==> config.mk <==
export PLATFORM = sky130hd
export DESIGN_NAME = regfile_sb
export DESIGN_NICKNAME = d
export VERILOG_FILES = /design/src/rtl/regfile_sb.sv
export SDC_FILE = /design/constraint.sdc
export NUM_CORES = 2
export LEC_CHECK = 0
export BUFFER_PORTS_ARGS = -buffer_cell sky130_fd_sc_hd__buf_2
export CORE_ASPECT_RATIO = 1.5
export CORE_UTILIZATION = 35
export DETAILED_ROUTE_END_ITERATION = 10
export PLACE_DENSITY = 0.57
export SYNTH_ARGS = -nofsm -noshare
export SYNTH_HDL_FRONTEND = slang
export SYNTH_SLANG_ARGS = --single-unit
==> constraint.sdc <==
create_clock -name clk_i -period 5.9 [get_ports clk_i]
set_input_delay 0 -clock clk_i [delete_from_list [all_inputs] [get_ports clk_i]]
set_output_delay 0 -clock clk_i [all_outputs]
set_load 0.005 [all_outputs]
==> src/rtl/regfile_sb.sv <==
// Multi-port integer register file with write-to-read bypass and pending-write scoreboard.
// Latency: reads combinational (0 cycles with bypass, 1 without); busy/count registered, 1 cycle.
// Backpressure: none; every enabled write, issue and flush is consumed in the cycle presented.
module regfile_sb #(
    parameter int W      = 32,
    parameter int NU_REG = 5,
    parameter int NR_RD  = 2,
    parameter int NR_WR  = 2,
    parameter int BYPASS = 1
) (
    input  logic                     clk_i,
    input  logic                     rst_i,
    input  logic [NR_WR-1:0]         wr_en_i,
    input  logic [NR_WR*NU_REG-1:0]  wr_addr_i,
    input  logic [NR_WR*W-1:0]       wr_data_i,
    input  logic [NR_RD*NU_REG-1:0]  rd_addr_i,
    output logic [NR_RD*W-1:0]       rd_data_o,
    output logic [NR_RD-1:0]         rd_busy_o,
    input  logic                     iss_en_i,
    input  logic [NU_REG-1:0]        iss_addr_i,
    input  logic                     flush_i,
    output logic [2**NU_REG-1:0]     busy_o,
    output logic [NU_REG:0]          busy_cnt_o
);

    localparam int NREG = 2**NU_REG;

    logic [W-1:0]      mem_q [NREG];
    logic [W-1:0]      mem_d [NREG];
    logic [NREG-1:0]   busy_q;
    logic [NREG-1:0]   busy_d;
    logic [NU_REG:0]   busy_cnt_q;
    logic [NU_REG:0]   busy_cnt_d;

    logic [NU_REG-1:0] wa [NR_WR];
    logic [W-1:0]      wd [NR_WR];
    logic [NREG-1:0]   wr_hit;

    // Unpack write ports and flag every register targeted by an enabled nonzero write.
    always_comb begin
        wr_hit = '0;
        for (int k = 0; k < NR_WR; k++) begin
            wa[k] = wr_addr_i[k*NU_REG +: NU_REG];
            wd[k] = wr_data_i[k*W +: W];
            if (wr_en_i[k] && (wa[k] != '0)) begin
                wr_hit[wa[k]] = 1'b1;
            end
        end
    end

    // Next storage: ascending port order so the highest-index port's data lands last.
    always_comb begin
        mem_d = mem_q;
        for (int k = 0; k < NR_WR; k++) begin
            if (wr_en_i[k] && (wa[k] != '0)) begin
                mem_d[wa[k]] = wd[k];
            end
        end
        mem_d[0] = '0;
    end

    // Next scoreboard: writeback clears, flush clears all, a new issue wins over both.
    always_comb begin
        busy_d = busy_q & ~wr_hit;
        if (flush_i) begin
            busy_d = '0;
        end
        if (iss_en_i) begin
            busy_d[iss_addr_i] = 1'b1;
        end
        busy_d[0] = 1'b0;
        busy_cnt_d = '0;
        for (int r = 0; r < NREG; r++) begin
            busy_cnt_d = busy_cnt_d + (NU_REG+1)'(busy_d[r]);
        end
    end

    // Read ports: registered state, optionally overridden by same-cycle write data and busy-clear.
    always_comb begin
        logic [NU_REG-1:0] ra;
        logic [W-1:0]      data;
        logic              hit;
        rd_data_o = '0;
        rd_busy_o = '0;
        for (int i = 0; i < NR_RD; i++) begin
            ra   = rd_addr_i[i*NU_REG +: NU_REG];
            data = mem_q[ra];
            hit  = 1'b0;
            if (BYPASS != 0) begin
                for (int k = 0; k < NR_WR; k++) begin
                    if (wr_en_i[k] && (wa[k] == ra)) begin
                        data = wd[k];
                        hit  = 1'b1;
                    end
                end
            end
            if (ra == '0) begin
                rd_data_o[i*W +: W] = '0;
                rd_busy_o[i]        = 1'b0;
            end else begin
                rd_data_o[i*W +: W] = data;
                rd_busy_o[i]        = busy_q[ra] & ~hit;
            end
        end
    end

    // State registers; reset discards any operation presented in the same cycle.
    always_ff @(posedge clk_i) begin
        if (rst_i) begin
            for (int r = 0; r < NREG; r++) begin
                mem_q[r] <= '0;
            end
            busy_q     <= '0;
            busy_cnt_q <= '0;
        end else begin
            mem_q      <= mem_d;
            busy_q     <= busy_d;
            busy_cnt_q <= busy_cnt_d;
        end
    end

    assign busy_o     = busy_q;
    assign busy_cnt_o = busy_cnt_q;

endmodule

==> results by group <==
Run status
  – Status: finished clean

STA
  – Skew final: 0.01094 ns
  – Period utilization: between 90% and 100%
  – Fin crit period: ~5.7 ns
  – Slew HR: 8.031%
  – Max Freq: 176.5 MHz
  – Worst Setup Slack, final: 0.2336 ns
  – Hold Vio Cnt, Final: 0
  – Final hold slack: 0.02130 ns
  – Setup-failing EPs final: 0
  – Unrepaired setup endpoints after global routing: no
  – Max Slew Vio Count: 0
  – Measured slew at the worst slew-check pin: 1.341 ns

Setup path
  – WP data arrival: roughly 6.3 ns
  – Critical path peak fanout: 7
  – CP Class: input port to flop
  – Startpoint types: input port
  – Required @ worst endpoint: 6.54 ns
  – Worst setup EP type: flop

Synth
  – Synth top cells by count: nor2_1 (1061), dfxtp_1 (1029), clkbuf_1 (695)
  – Synth cell types: 70
  – Synth Area per Inst: about 9 um^2
  – Biggest area consumer among synthesized cells: dfxtp_1
  – Ys async rst share: 0%
  – EDFF count, synth: 0
  – Ys Warns: 0
  – Mapped Cells: 7215
  – Synthesized area: 65060 um^2
  – Syn_nets: 7340
  – Most common cell in the netlist: nor2_1
  – Predominant post-synthesis flop cell: dfxtp_1
  – Sequential fraction of the synthesis area: 31.66%
  – Top cells by area, synth: dfxtp_1 (32%), mux4_2 (16%), mux2i_1 (7.9%)
  – Synth top area share: 31.66%
  – FF+latch count, synth: about 1000

Hold path
  – Worst Hold Class: input port to flop

Clock tree
  – Worst-Skew Late Latency: about 0.8 ns
  – CTS Buf Count: 111
  – H-tree level count: 3
  – CTS tree: yes
  – Clock root buffer: clkbuf_16
  – Clock Pin Slew Worst Setup and Hold Paths: approximately 0.060 ns
  – Num Clock Sinks: 1029
  – Clock Path Buffers: 3
  – Post-CTS Setup Bufs: 0

GRT
  – Largest net degree at the start of global routing: roughly 170
  – First-pass GRT wire length: 477.1 mm
  – Overall routing resource usage: 35.00%
  – Overflow after GRT: 0
  – Initial antenna violation count: 49
  – Vias in the first global route: around 63000

Die
  – Chip width: 354.0 um
  – Initial Util: 35.26%
  – Die Span Y: 530.0 um
  – # IOs: 199
  – Die area: ~190000 um^2
  – Cell row count: 193
  – Placeable Area: 184500 um^2

Power and ir drop
  – Clock power frac: 44.5%
  – Sequential Power Share: between 40% and 50%
  – Net Sw Power: 5106 uW
  – P_leak: 0.02540 uW
  – Pwr Density: 238.2 nW/um^2
  – Peak VDD IR: 0.2302 mV
  – P_int: 12120 uW
  – Combinational power share: around 14%
  – Sw frac: 29.64%

Detailed routing
  – Total number of vias: 65920
  – Residual DRC: 0
  – Antenna viol nets, final: 0
  – DR vias/cell: 7.032
  – Number of DRC markers in iteration 0: 10170
  – WL per Instance: 36.08 um
  – Drt pass-1 iters: 8
  – Final wirelength: 338.2 mm

Placed design
  – Port Buf Inserts: 197
  – Routability cong.: 0.9369
  – Setup Slack @ Placement: 0.01334 ns
  – Dpl cells: 9010
  – Detail Placement HPWL: about 190 mm

Final layout
  – Layout Cells excl Fill: ~9400
  – Fraction of layout cells with a size suffix above 1: roughly 18%
  – Area Overhead vs Synth: 11.13%
  – Final layout net count: 6932

Run
  – Max-cap viol count: 0
-- state kept, by name (all words and copies together), names as in the netlist --
name and cells:
mem_q 992, busy_cnt_o 6, busy_o 31
-- area by class of cell --
type                            instances  area (um^2)
Fill cell                           18250       112200
Multi-Input combinational cell       5064        40330
Sequential cell                      1029        20600
Timing Repair Buffer                  537         4118
Clock buffer                          163         3356
Tap cell                             2437         3049
Clock inverter                         42        510.5
Inverter                               64        240.2
Antenna cell                           38        95.09
-- critical path, stage by stage --
cell and delay [ns]:
dlygate4sd3_1 0.53, buf_2 0.14, nor3b_1 0.13, dlygate4sd3_1 0.54, buf_4 0.18, and2_1 0.17, a41oi_2 0.29, fa_1 0.51
fa_1 0.50, inv_1 0.06, fa_1 0.49, fa_1 0.49, inv_1 0.05, fa_1 0.45, fa_1 0.50, fa_1 0.16
inv_1 0.07, fa_1 0.46, a21o_1 0.18, a21oi_1 0.16, xor2_1 0.18, nor2_1 0.06
-- layout by cell type (no fill, tap or decap), types with 21 or more instances in the layout --
cell	count
a311oi_1	497
a31oi_1	33
clkbuf_8	34
dlygate4sd3_1	121
nand2_1	539
buf_4	207
nand2b_1	33
diode_2	38
a21oi_1	71
a211oi_1	499
dfxtp_1	1029
o32ai_1	23
fa_1	21
buf_2	186
o21ai_0	243
a22oi_1	69
o31ai_1	28
inv_1	62
nor3_1	55
clkinv_2	24
nand3_1	314
nor2_1	1046
mux2_2	103
a32oi_1	62
nand2_4	33
mux4_2	459
xnor2_1	21
nor2b_1	57
clkbuf_16	113
o22ai_1	43
mux2i_1	514
a221oi_1	82
-- what timing repair did --
item	CTS	global route
hold endpoints to repair	1013	0
hold buffers	121	0
resized for setup	0	7
endpoints found under the setup margin	0	1
-- power groups by stage --
stage / logic, uW / clock network, uW / registers [uW]
floorplan: 1340 / 0 / 7300
global placement: 2170 / 0 / 7340
finish: 2370 / 7660 / 7200
CTS: 2260 / 7640 / 7190
global route: 2390 / 7930 / 7210
detailed placement: 2190 / 0 / 7350
-- path summary, 6_finish.rpt --
path	cells after the start	to	slack, ns	startpoint
worst min-delay path	5	busy_o[20]	0.02	wr_addr_i[2]
worst max register to register	17	busy_cnt_o[4]	0.50	busy_o[18]
worst min register to register	2	mem_q[679]	0.50	mem_q[679]
worst max-delay path	22	busy_cnt_o[4]	0.23	iss_en_i
-- logic make-up (layout without fill, tap and decap cells) --
| kind of cell | Yosys count | after routing | share of synthesized area [%] |
|---|---|---|---|
| and+or+nand+nor | 2199 | 2199 | 14.29 |
| AOI/OAI and AO/OA | 1735 | 1735 | 20.05 |
| buffers and inverters | 1122 | 806 | 7.252 |
| muxes | 1076 | 1076 | 25.58 |
| DFF | 1029 | 1029 | 31.66 |
| adders and majority gates | 30 | 30 | 0.8423 |
| xor gates and xnor gates | 23 | 23 | 0.3096 |
| other | 1 | 39 | 0.005764 |
-- metrics by stage --
| step | power (uW) | area [um^2] | util (%) | setup TNS (ns) |
|---|---|---|---|---|
| 6_report | 17220 | 72300 | 39.19 | 0 |
| 5_1_grt | 17530 | 72250 | 39.16 | 0 |
| 4_1_cts | 17090 | 72170 | 39.12 | 0 |
| 3_5_place_dp | 9531 | 67090 | 36.36 | 0 |
| 3_3_place_gp | 9510 | 67090 | 36.36 | -0.008055 |
| 2_1_floorplan | 8642 | 65060 | - | 0 |
-- layer usage --
| layer | up-vias | track usage [%] | part of all wire [%] |
|---|---|---|---|
| met5 | - | 0.4615 | 0.075 |
| met2 | 5669 | 50.16 | 41 |
| li1 | 26360 | - | - |
| met3 | 1575 | 11.76 | 14 |
| met4 | 22 | 30.14 | 10 |
| met1 | 32290 | 41.78 | 35 |
Power figures use the tool's default switching activity.
